**src/rtl/cnt_ser_readout.sv**
```systemverilog
// cnt_ser_readout: SPI-side receiver for one channel's counter serial port.
// Loads the channel's seven frame bytes one at a time (SELECT_REG/LOAD_CNT_SER),
// deserialises each LSB-first byte from CNT_SER and, once the whole 56-bit
// frame {6'b0, CE, CD, CC, CB, CA} has arrived, presents the five counters in
// parallel with a one-cycle DATA_VALID pulse.
// Optional feature: define CNT_SER_READOUT_FRAME_CHK_EN to flag non-zero
// padding bits (frame[55:50]) on FRAME_ERR; otherwise FRAME_ERR is tied low.
//
// Handshake: REQ is a level sampled on rising SPI_CLK; it is accepted only in
// IDLE (BUSY=0), so REQ while BUSY is ignored and a REQ held high restarts on
// the first IDLE cycle. DATA_VALID is a single-cycle pulse with CA..CE stable
// from that cycle until the next pulse.
module cnt_ser_readout #(
    parameter int NUM_BYTES = 7,
    parameter int CNT_W     = 10
) (
    input  logic             SPI_CLK,
    input  logic             RSTB,
    input  logic             REQ,
    input  logic             CNT_SER,
    output logic             LOAD_CNT_SER,
    output logic [2:0]       SELECT_REG,
    output logic             BUSY,
    output logic             DATA_VALID,
    output logic [CNT_W-1:0] CA,
    output logic [CNT_W-1:0] CB,
    output logic [CNT_W-1:0] CC,
    output logic [CNT_W-1:0] CD,
    output logic [CNT_W-1:0] CE,
    output logic             FRAME_ERR,
    output logic [1:0]       STATE_DBG
);

    localparam int FRAME_W = NUM_BYTES * 8;
    // The last frame bit is taken straight from CNT_SER on the final edge,
    // so the shift register only needs to hold the preceding bits.
    localparam int SR_W = FRAME_W - 1;
    localparam logic [2:0] LAST_BYTE = 3'(NUM_BYTES - 1);

    typedef enum logic [1:0] {
        ST_IDLE  = 2'd0,
        ST_LOAD  = 2'd1,
        ST_FILL  = 2'd2,
        ST_SHIFT = 2'd3
    } state_t;

    state_t          state_q, state_d;
    logic [2:0]      byte_q, byte_d;
    logic [2:0]      bit_q, bit_d;
    logic [SR_W-1:0] sr_q, sr_d;
    logic            frame_done;

    // FSM state, byte index, bit count and shift register.
    always_ff @(posedge SPI_CLK or negedge RSTB) begin
        if (!RSTB) begin
            state_q <= ST_IDLE;
            byte_q  <= 3'd0;
            bit_q   <= 3'd0;
            sr_q    <= '0;
        end else begin
            state_q <= state_d;
            byte_q  <= byte_d;
            bit_q   <= bit_d;
            sr_q    <= sr_d;
        end
    end

    // Next-state logic: LOAD and FILL take one cycle each, SHIFT takes eight,
    // giving a fixed ten-cycle byte period.
    always_comb begin
        state_d    = state_q;
        byte_d     = byte_q;
        bit_d      = bit_q;
        sr_d       = sr_q;
        frame_done = 1'b0;
        case (state_q)
            ST_IDLE: begin
                if (REQ) begin
                    state_d = ST_LOAD;
                    byte_d  = 3'd0;
                    sr_d    = '0;
                end
            end
            ST_LOAD: begin
                state_d = ST_FILL;
            end
            ST_FILL: begin
                // The channel launches bit0 on the edge that leaves FILL.
                state_d = ST_SHIFT;
                bit_d   = 3'd0;
            end
            ST_SHIFT: begin
                // LSB-first: older bits drift toward index 0.
                sr_d = {CNT_SER, sr_q[SR_W-1:1]};
                if (bit_q == 3'd7) begin
                    if (byte_q == LAST_BYTE) begin
                        state_d    = ST_IDLE;
                        frame_done = 1'b1;
                    end else begin
                        state_d = ST_LOAD;
                        byte_d  = byte_q + 3'd1;
                    end
                end else begin
                    bit_d = bit_q + 3'd1;
                end
            end
            default: begin
                state_d = ST_IDLE;
            end
        endcase
    end

    // Byte load strobe, launched on the falling edge so it straddles exactly
    // the one rising edge where the channel captures its byte.
    always_ff @(negedge SPI_CLK or negedge RSTB) begin
        if (!RSTB) begin
            LOAD_CNT_SER <= 1'b0;
        end else begin
            LOAD_CNT_SER <= (state_q == ST_LOAD);
        end
    end

    // Parallel counter outputs, updated together only when a full frame is in.
    always_ff @(posedge SPI_CLK or negedge RSTB) begin
        if (!RSTB) begin
            CA         <= '0;
            CB         <= '0;
            CC         <= '0;
            CD         <= '0;
            CE         <= '0;
            DATA_VALID <= 1'b0;
        end else begin
            DATA_VALID <= frame_done;
            if (frame_done) begin
                CA <= sr_q[0*CNT_W +: CNT_W];
                CB <= sr_q[1*CNT_W +: CNT_W];
                CC <= sr_q[2*CNT_W +: CNT_W];
                CD <= sr_q[3*CNT_W +: CNT_W];
                CE <= sr_q[4*CNT_W +: CNT_W];
            end
        end
    end

`ifdef CNT_SER_READOUT_FRAME_CHK_EN
    // Padding check: any set bit in frame[55:50] flags the frame; held until
    // the next completed frame.
    always_ff @(posedge SPI_CLK or negedge RSTB) begin
        if (!RSTB) begin
            FRAME_ERR <= 1'b0;
        end else if (frame_done) begin
            FRAME_ERR <= |{CNT_SER, sr_q[SR_W-1:5*CNT_W]};
        end
    end
`else
    assign FRAME_ERR = 1'b0;
`endif

    // SELECT_REG is the registered byte index; it keeps the last byte when idle.
    assign SELECT_REG = byte_q;
    assign BUSY       = (state_q != ST_IDLE);
    assign STATE_DBG  = state_q;

endmodule
```
**config.mk**
```make
export PLATFORM = sky130hd
export DESIGN_NAME = cnt_ser_readout
export DESIGN_NICKNAME = d
export VERILOG_FILES = /design/src/rtl/cnt_ser_readout.sv
export SDC_FILE = /design/constraint.sdc
export NUM_CORES = 1
export LEC_CHECK = 0
export CAP_MARGIN = 20
export CORE_MARGIN = 2
export CORE_UTILIZATION = 40
export DETAILED_ROUTE_END_ITERATION = 6
export PLACE_DENSITY_LB_ADDON = 0.12
export SETUP_SLACK_MARGIN = 0.05
export SYNTH_ARGS = -nofsm -noshare
export SYNTH_HDL_FRONTEND = slang
export SYNTH_SLANG_ARGS = --single-unit
```
**constraint.sdc**
```tcl
create_clock -name SPI_CLK -period 1.8 [get_ports SPI_CLK]
set_input_delay 0.27 -clock SPI_CLK [delete_from_list [all_inputs] [get_ports SPI_CLK]]
set_output_delay 0.27 -clock SPI_CLK [all_outputs]
set_load 0.1 [all_outputs]
```
Word level (Yosys, flattened, before mapping). Index checks and enable logic that the tools add are counted.

Add/subtract/negate cells: 2. Multipliers: 0. Divide/modulo/power cells: 0. Magnitude comparators: 0. Equality and inequality tests: 9. Shift operators: 0. Multiplexer cells: 15. Bitwise operators: 0. Reductions and logical operators: 8.

Operator list (count): one-hot mux 55 bit (2 select lines) (1); two-way mux 55 bit (1); two-way mux 3 bit (4); one-hot mux 3 bit (2 select lines) (2); != test 2 bit (second input constant) (4); one-hot mux 2 bit (4 select lines) (1); adder 3 x 1 -> 3 bit (second input constant) (2); equality test 3 bit (second input constant) (2); AND reduction 2 bit (3); nonzero test 2 bit (3); equality test 2 bit (second input constant) (2); two-way mux 1 bit (4); two-way mux 2 bit (2); AND reduction 4 bit (1); equality test 2 x 1 -> 1 bit (second input constant) (1); logical NOT 2 bit (1).

Register bits after elaboration: 115. Bits in latches: 0. RAM bits: 0. Bits in read-only memories: 0. Output and inout bits: 59. Word-level logic and storage cells: 45. Memories: 0.

Longest topological paths before layout. Gate-level depths: netlist (run 1).

Depth in word-level cells: 4. Depth in mapped cells: 6. Mapped depth without buffers: 5.

==> flow_metrics.tcl, run 1 <==
set metrics [dict create \
    status "finished with violations" \
    failed_checks "negative hold slack, negative setup slack" \
    htree_levels 4 \
    synth_seq_area_share_pct 63.2 \
    worstMarginPinSlew_ns 0.610 \
    maxCapViolCount 0 \
    synth_compound_area_share_pct 13.8 \
    cp.required_ns 1.53 \
    syn-num-nets 305 \
    fin_hold_ws_ns -0.0388 \
    final_cells 523 \
    startpoint "LOAD_CNT_SER$_DFF_NN0_" \
    numCtsBuffers 17 \
    critPathLaunchType "flop" \
    grt.total_usage_pct 14.5 \
    synth_area_um2 4560 \
    cts_tree "built" \
    finalSetupViolations 1 \
    ys.flop_type "dfrtp_1" \
    slowest_delay_ns 0.43 \
    gr-usage-met2_pct 21.6 \
    drive_gt1_share_pct 58.5 \
    async_flop_share_pct 100 \
    first_global_vias 2792 \
    end_kind "output port" \
    crit_chain "buf_12" \
    min_path_type "in -> async" \
    ir_worst_vdd_uv 1270 \
    cp_max_fo 1 \
    cts_buffer_depth 2 \
    io_pins 63 \
    path_depth 1 \
    syn_to_final_growth_pct 31.9 \
    synthDistinctLibCells 38 \
    cp.arrival_ns 1.89 \
    crit_type "reg -> out" \
    fin_nets 385 \
    grt_busiest_layer "met2" \
    die_w_um 111 \
    grt_pass1_wl_mm 14.2 \
    gp_congestion 0.751 \
    placed_cells 486 \
    r2r_end "LOAD_CNT_SER$_DFF_NN0_" \
    synth_area_per_cell_um2 15.6 \
    port_buffers 61 \
    wl_mm 8.40 \
    relSlewSlack_pct 59.3 \
    core_um2 11000 \
    cp_slowest_cell "dfrtn_1" \
    drt_first_pass_iters 4 \
    drv_slew 0 \
    drc 0 \
    grt_max_degree 115 \
    antenna_found_initial 0 \
    r2r_setup_slack_ns 0.06 \
    dr.first_iter.drc_count 143 \
    vias 2677 \
    worst-path-buf-inv 1 \
    reg2regPathDepth 1 \
    rsz0062_at_grt "yes" \
    insertion_delay_ns 0.40 \
    fin_worst_skew_ns 0.0181 \
    hold_viol 23 \
    yosys_warnings 0 \
    globalRouteMet3Util_pct 5.80 \
    synth_edf_count 0 \
    ctsRootBufferMaster "clkbuf_16" \
    clk_pin_slew_worst_paths_ns 0.05 \
    n_antenna_cell 0 \
    crit_family "flip-flops" \
    pwr_density_cell_nw_per_um2 1620 \
    fp.dieArea_um2 12300 \
    start_util_pct 41.5 \
    ant_nets 0 \
    rows 38 \
    die_h_um 111 \
    cts_sinks 115 \
    syn-instance-count 292 \
    leakage_nw 2.95 \
    muxShareOfSynthArea_pct 13.3 \
    wl_per_cell_um 16.1 \
    dpl.hpwl_mm 5.12 \
    yosys.area_share.adder_pct 2.47 \
    synthSimpleGateAreaFrac_pct 2.91 \
    grt_util_met1_pct 19.4 \
    synth-xor-area-share_pct 0.192 \
    ys_ff_latch 115 \
    worst_slack_ns -0.361 \
    fin_tns_setup_ns -0.361 \
    overflow 0 \
    ctsHoldBuffers 0 \
    via_per_inst 5.12 \
    synth_top_family_by_area "compound AO/OA/AOI/OAI gates" \
    r2r_start "STATE_DBG[0]$_DFFE_PN0P_" \
]
==> per-layer routing <==
| metal | part of all wire (%) | wire, um | up-vias |
|---|---|---|---|
| met1 | 48 | 4070 | 1372 |
| met5 | 0 | 0 | - |
| met2 | 46 | 3880 | 57 |
| met3 | 4.7 | 397 | 6 |
| li1 | - | - | 1242 |
| met4 | 0.75 | 63 | 0 |
==> power by group <==
group	switching, mW	internal (mW)	leakage (nW)	total, mW
Clock	1.12	2.17	0.284	3.28
Combinational	1.86	1.22	1.13	3.08
Sequential	0.371	3.02	1.54	3.39
Total	3.35	6.40	2.95	9.75
==> area by class of cell <==
cell class | count | area, um2
multi-input combinational | 153 | 1540
inverter | 6 | 36.3
timing repair buffer | 79 | 781
fill | 928 | 4970
tap | 140 | 175
clock buffer | 22 | 484
clock inverter | 8 | 103
sequential | 115 | 2890
==> synthesized netlist by cell type (2+ instances only) <==
master	count	area, um2
buf_2	5	25.0
a21oi_1	2	10.0
nand2_1	6	22.5
buf_4	2	15.0
nand2b_1	2	12.5
o21ai_0	3	15.0
mux2_2	50	563
mux2i_1	3	30.0
inv_1	6	22.5
a22o_1	4	35.0
buf_6	11	124
ha_1	9	113
a22o_2	51	510
dfrtp_1	114	2850
==> per-stage QoR <==
stage	cell area, um2	hold WS [ns]	power, mW	worst slack, ns	utilization, %
after floorplan	4600	-0.0256	5.47	-0.319	-
after global placement	5350	0.461	6.33	0.0329	48.7
after detailed placement	5350	0.458	6.39	0.0347	48.7
after CTS	5970	0.0263	9.80	-0.377	54.4
after global routing	6010	0.0355	10.2	-0.388	54.7
final	6010	-0.0388	9.75	-0.361	54.7
==> placed cells by master (no fill, tap or decap), drive strengths merged, types with 2 or more instances in the layout <==
master / count
nor2: 2
a22o: 55
clkinv: 5
clkdlybuf4s50: 2
bufinv: 2
dfrtp: 114
o21ai: 3
nand4: 2
inv: 4
clkbuf: 22
mux2: 50
a21oi: 2
clkinvlp: 3
buf: 77
mux2i: 4
ha: 9
nand2b: 2
nand2: 6
==> state kept, by name, summed over array words and instances (netlist names) <==
name and count:
CE 10, sr_q 55, CC 10, DATA_VALID 1, CD 10, STATE_DBG 2
CB 10, CA 10, LOAD_CNT_SER 1, bit_q 3, SELECT_REG 3
==> repair_timing <==
| action | CTS | global route |
|---|---|---|
| gates resized for setup | 2 | 5 |
| setup endpoints to repair | 3 | 4 |
| buffers inserted | 4 | 3 |
| endpoints found under the hold margin | 0 | 0 |
| pin swaps | 1 | 2 |
==> kinds of logic after synthesis <==
family | after synthesis
XOR/XNOR | 1
multiplexers | 54
buffers and inverters | 24
other | 1
flip-flops | 115
adder cells (fa/ha/maj) | 9
AND/OR/NAND/NOR | 21
AO/OA/AOI/OAI | 67
==> worst max path at each step <==
stage                         endpoint
after floorplan           LOAD_CNT_SER
after global placement    LOAD_CNT_SER
after detailed placement  LOAD_CNT_SER
after CTS                 LOAD_CNT_SER
after global routing      LOAD_CNT_SER
final                     LOAD_CNT_SER
No activity file was read; power rests on OpenSTA's default activity.
==> inputs of run 2 (changes only) <==
--- a/config.mk
+++ b/config.mk
@@ -14,3 +14,4 @@
 export SYNTH_ARGS = -nofsm -noshare
 export SYNTH_HDL_FRONTEND = slang
 export SYNTH_SLANG_ARGS = --single-unit
+export TNS_END_PERCENT = 30
==> flow_metrics.tcl, run 2 (same netlist as run 1, synthesis figures left out) <==
set metrics [dict create \
    overflow 0 \
    cts_buffer_depth 2 \
    ctsRootBufferMaster "clkbuf_16" \
    regMostFlops "sr_q" \
    power.switching_mw 3.33 \
    ant_nets 0 \
    drc 0 \
    via_per_inst 5.22 \
    slowest_delay_ns 0.44 \
    grt_pass1_wl_mm 14.5 \
    dr.first_iter.drc_count 107 \
    fin_nets 380 \
    ctsHoldBuffers 0 \
    failed_checks "negative hold slack, negative setup slack" \
    rows 38 \
    first_global_vias 2761 \
    worstMarginPinSlew_ns 0.613 \
    r2r_end "LOAD_CNT_SER$_DFF_NN0_" \
    leakage_nw 2.94 \
    antenna_found_initial 0 \
    pwr-share-comb_pct 29.8 \
    numCtsBuffers 17 \
    grt_max_degree 115 \
    largest_reg_flops 55 \
    r2r_setup_slack_ns 0.03 \
    maxCapViolCount 0 \
    cp_max_fo 1 \
    swShare_pct 34.6 \
    reg2regPathDepth 1 \
    min_path_type "in -> async" \
    final_cell_mix "111 x dfrtp_1, 58 x buf_4, 51 x a22o_2, 50 x mux2_2, 17 x clkbuf_16" \
    mostFrequentLayoutCell "dfrtp_1" \
    n_antenna_cell 0 \
    fillers 912 \
    cp.arrival_ns 1.90 \
    fp.dieArea_um2 12300 \
    crit_type "reg -> out" \
    pwr-share-seq_pct 35.2 \
    final_core_utilization_pct 54.3 \
    crit_family "flip-flops" \
    drt_first_pass_iters 4 \
    ir_worst_vdd_uv 1010 \
    cp_slowest_cell "dfrtn_1" \
    port_buffers 61 \
    power.internal_mw 6.29 \
    clk_pin_slew_worst_paths_ns 0.06 \
    cts_sinks 115 \
    start_util_pct 41.5 \
    gp_congestion 0.763 \
    worst-path-buf-inv 1 \
    vias 2715 \
    critPathLaunchType "flop" \
    cp.required_ns 1.53 \
    dpl.hpwl_mm 4.98 \
    insertion_delay_ns 0.40 \
    io_pins 63 \
    status "finished with violations" \
    crit_chain "buf_12" \
    clockPowerShare_pct 35.0 \
    die_w_um 111 \
    rsz0062_at_grt "yes" \
    die_h_um 111 \
    fin_hold_ws_ns -0.0379 \
    pwr_density_cell_nw_per_um2 1610 \
    grt.total_usage_pct 14.6 \
    finalSetupViolations 1 \
    relSlewSlack_pct 59.1 \
    wl_per_cell_um 15.7 \
    fin_worst_skew_ns 0.0169 \
    end_kind "output port" \
    core_um2 11000 \
    wl_mm 8.18 \
    hold_viol 11 \
    r2r_start "STATE_DBG[0]$_DFFE_PN0P_" \
    drive_gt1_share_pct 57.6 \
    cts_tree "built" \
    cts_setup_buffers 0 \
    worst_slack_ns -0.368 \
    drv_slew 0 \
    htree_levels 4 \
    syn_to_final_growth_pct 31.0 \
]
## run 2: timing repair
item                                    4_1_cts  5_1_grt
resized for setup                             1        2
endpoints found under the setup margin        3        5
hold endpoints to repair                      0        0
pin swaps                                     1        0
## run 2: power groups by stage
stage               logic, mW  registers (mW)  clock network [mW]
floorplan                1.46            4.00                   0
global placement         2.86            3.41                   0
detailed placement       2.89            3.41                   0
CTS                      2.90            3.38                3.45
global route             3.11            3.45                3.59
finish                   2.87            3.38                3.37
## run 2: stage by stage
stage                     std cells  instance area, um2  power [mW]  worst slack (ns)  TNS [ns]
after CTS                       520                5950        9.73            -0.387    -0.403
after global routing            520                5970        10.2            -0.395    -0.458
after detailed placement        488                5350        6.30            0.0308         0
after floorplan                 292                4590        5.46            -0.319    -15.92
after global placement          488                5350        6.26            0.0321         0
final                           520                5970        9.62            -0.368    -0.368
## run 2: worst max path at each step
stage,from,end,cells after the start
6_report,LOAD_CNT_SER$_DFF_NN0_,LOAD_CNT_SER,1
5_1_grt,LOAD_CNT_SER$_DFF_NN0_,LOAD_CNT_SER,1
4_1_cts,LOAD_CNT_SER$_DFF_NN0_,LOAD_CNT_SER,1
3_5_place_dp,LOAD_CNT_SER$_DFF_NN0_,LOAD_CNT_SER,1
3_3_place_gp,LOAD_CNT_SER$_DFF_NN0_,LOAD_CNT_SER,1
2_1_floorplan,LOAD_CNT_SER$_DFF_NN0_,LOAD_CNT_SER,0
## run 2: layer usage
layer	vias up	track usage, %	share of wire (%)
li1	1242	-	-
met1	1414	20.8	49
met2	53	20.8	46
met3	6	4.92	4.0
met4	0	5.00	0.88
met5	-	0	0
## run 2: final cells by class
class,instances,area [um2],area share (%)
sequential,115,2890,48.4
multi-input combinational,153,1540,25.7
timing repair buffer,74,736,12.3
clock buffer,19,443,7.42
tap,140,175,2.94
clock inverter,13,159,2.66
inverter,6,31.3,0.524
==> inputs of run 3 (changes only) <==
--- a/config.mk
+++ b/config.mk
@@ -5,6 +5,7 @@
 export SDC_FILE = /design/constraint.sdc
 export NUM_CORES = 1
 export LEC_CHECK = 0
+export ABC_AREA = 1
 export CAP_MARGIN = 20
 export CORE_MARGIN = 2
 export CORE_UTILIZATION = 40
==> flow_metrics.tcl, run 3 <==
set metrics [dict create \
    ant_nets 0 \
    vias 3363 \
    io_pins 63 \
    drt_first_pass_iters 4 \
    numCtsBuffers 17 \
    fillers 1110 \
    slowest_delay_ns 0.43 \
    synth_top_area_cell "dfrtp_1" \
    async_flop_share_pct 100 \
    first_global_vias 3314 \
    synth_area_per_cell_um2 10.2 \
    final_cell_mix "112 x dfrtp_1, 75 x nand2_1, 64 x inv_1, 58 x nand3_1, 54 x buf_4" \
    htree_levels 4 \
    register_area_um2 2890 \
    grt_pass1_wl_mm 16.1 \
    fin_hold_ws_ns -0.00505 \
    drc 0 \
    gp_congestion 0.749 \
    regMostFlops "sr_q" \
    crit_type "reg -> out" \
    die_h_um 114 \
    synth_edf_count 0 \
    clk_pin_slew_worst_paths_ns 0.05 \
    insertion_delay_ns 0.41 \
    synth_top_area_share_pct 59.0 \
    syn-num-nets 489 \
    cts_buffer_depth 2 \
    ys.flop_type "dfrtp_1" \
    dpl.hpwl_mm 5.75 \
    finalSetupViolations 1 \
    cp_slowest_cell "dfrtn_1" \
    fin_worst_skew_ns 0.0209 \
    status "finished with violations" \
    syn_to_final_growth_pct 29.1 \
    ctsHoldBuffers 0 \
    rows 40 \
    cp.arrival_ns 1.90 \
    cp.required_ns 1.53 \
    synth.most_common_cell "dfrtp_1" \
    drv_slew 0 \
    synth_seq_area_share_pct 59.5 \
    die_w_um 114 \
    cts_sinks 115 \
    yosys_warnings 0 \
    drive_gt1_share_pct 29.5 \
    overflow 0 \
    rsz0062_at_grt "yes" \
    mostFrequentLayoutCell "dfrtp_1" \
    wl_per_cell_um 13.5 \
    via_per_inst 4.79 \
    fin_nets 555 \
    crit_chain "buf_12" \
    critPathLaunchType "flop" \
    min_path_type "in -> async" \
    hold_viol 3 \
    synth_area_um2 4840 \
    synthDistinctLibCells 19 \
    netlist_top_cells_count "114 x dfrtp_1, 77 x nand2_1, 67 x inv_1" \
    fp.dieArea_um2 13000 \
    dr.first_iter.drc_count 209 \
    pwr_density_cell_nw_per_um2 958 \
    placed_area_um2 5590 \
    cp_max_fo 1 \
    ys_top_cells_by_area "dfrtp_1 59%, o21ai_2 9.1%, nand3_1 6.0%, nand2_1 6.0%, inv_1 5.2%" \
    multiInputGateArea_um2 1510 \
    cts_tree "built" \
    crit_family "flip-flops" \
    largest_reg_flops 55 \
    n_antenna_cell 0 \
    worstMarginPinSlew_ns 0.612 \
    core_um2 11900 \
    wl_mm 9.50 \
    fin_area_um2 6240 \
    syn-instance-count 476 \
    worst_slack_ns -0.366 \
    relSlewSlack_pct 59.2 \
    start_util_pct 40.6 \
    leakage_nw 3.05 \
    ir_worst_vdd_uv 450 \
    antenna_found_initial 0 \
    grt.total_usage_pct 16.1 \
    end_kind "output port" \
    port_buffers 61 \
    grt_max_degree 115 \
    fin_tns_setup_ns -0.366 \
    ctsRootBufferMaster "clkbuf_16" \
    maxCapViolCount 0 \
    failed_checks "negative hold slack, negative setup slack" \
    worst-path-buf-inv 1 \
    ys_ff_latch 115 \
]
==> run 3: power by group <==
part | switching, mW | internal, mW
registers | 0.0245 | 2.64
logic | 0.103 | 0.0447
clock network | 1.10 | 2.07
==> run 3: area by class of cell <==
| cell class | count | share of cell area [%] |
|---|---|---|
| multi-input cells | 263 | 24.2 |
| repair buffers | 77 | 13.3 |
| clock inverters | 4 | 0.721 |
| clock buffers | 28 | 8.28 |
| inverters | 68 | 4.33 |
| flip-flops and latches | 115 | 46.2 |
| well taps | 147 | 2.95 |
==> run 3: cells by family (layout without fill, tap and decap cells) <==
family                     count (synthesis)  in the layout  synth area share [%]
other                                      1              1                0.0775
AOI/OAI and AO/OA                        111            111                  15.4
and+or+nand+nor                          141            142                  12.6
adders and majority gates                  9              9                  2.33
DFF                                      115            115                  59.5
buffers and inverters                     99            177                  10.1
==> run 3: stage by stage <==
step	hold WS, ns	total power [mW]	std cells	util (%)	worst slack [ns]
global route	0.0352	6.20	702	52.4	-0.396
finish	-0.00505	5.98	702	52.4	-0.366
global placement	0.462	2.85	664	47.0	0.0335
detailed placement	0.467	2.86	664	47.0	0.0313
CTS	0.0181	6.05	696	51.7	-0.386
floorplan	-0.0256	2.77	476	-	-0.319
==> run 3: timing repair <==
item / 4_1_cts / 5_1_grt
gates resized for setup: 1 / 6
buffers inserted: 0 / 4
pin swaps: 1 / 1
cloned: 0 / 2
endpoints found under the setup margin: 3 / 27
==> run 3: routing by layer <==
layer	GRT usage, %	vias to the layer above	wire length, um
li1	-	1665	-
met1	21.9	1626	4500
met2	23.1	59	4390
met3	6.75	13	459
met4	5.85	0	148
met5	0	-	0
==> run 3: worst paths after layout <==
path | from | to | slack [ns] | cells after the start
max in group asynchronous | RSTB | LOAD_CNT_SER$_DFF_NN0_ | 1.19 | 1
hold / removal | RSTB | sr_q[34]$_DFFE_PN0P_ | -0.005 | 2
hold reg to reg | bit_q[1]$_DFFE_PN0P_ | bit_q[1]$_DFFE_PN0P_ | 0.48 | 2
setup reg to reg | STATE_DBG[1]$_DFFE_PN0P_ | LOAD_CNT_SER$_DFF_NN0_ | 0.06 | 2
min in group SPI_CLK | bit_q[1]$_DFFE_PN0P_ | bit_q[1]$_DFFE_PN0P_ | 0.48 | 2
setup / recovery | LOAD_CNT_SER$_DFF_NN0_ | LOAD_CNT_SER | -0.37 | 1
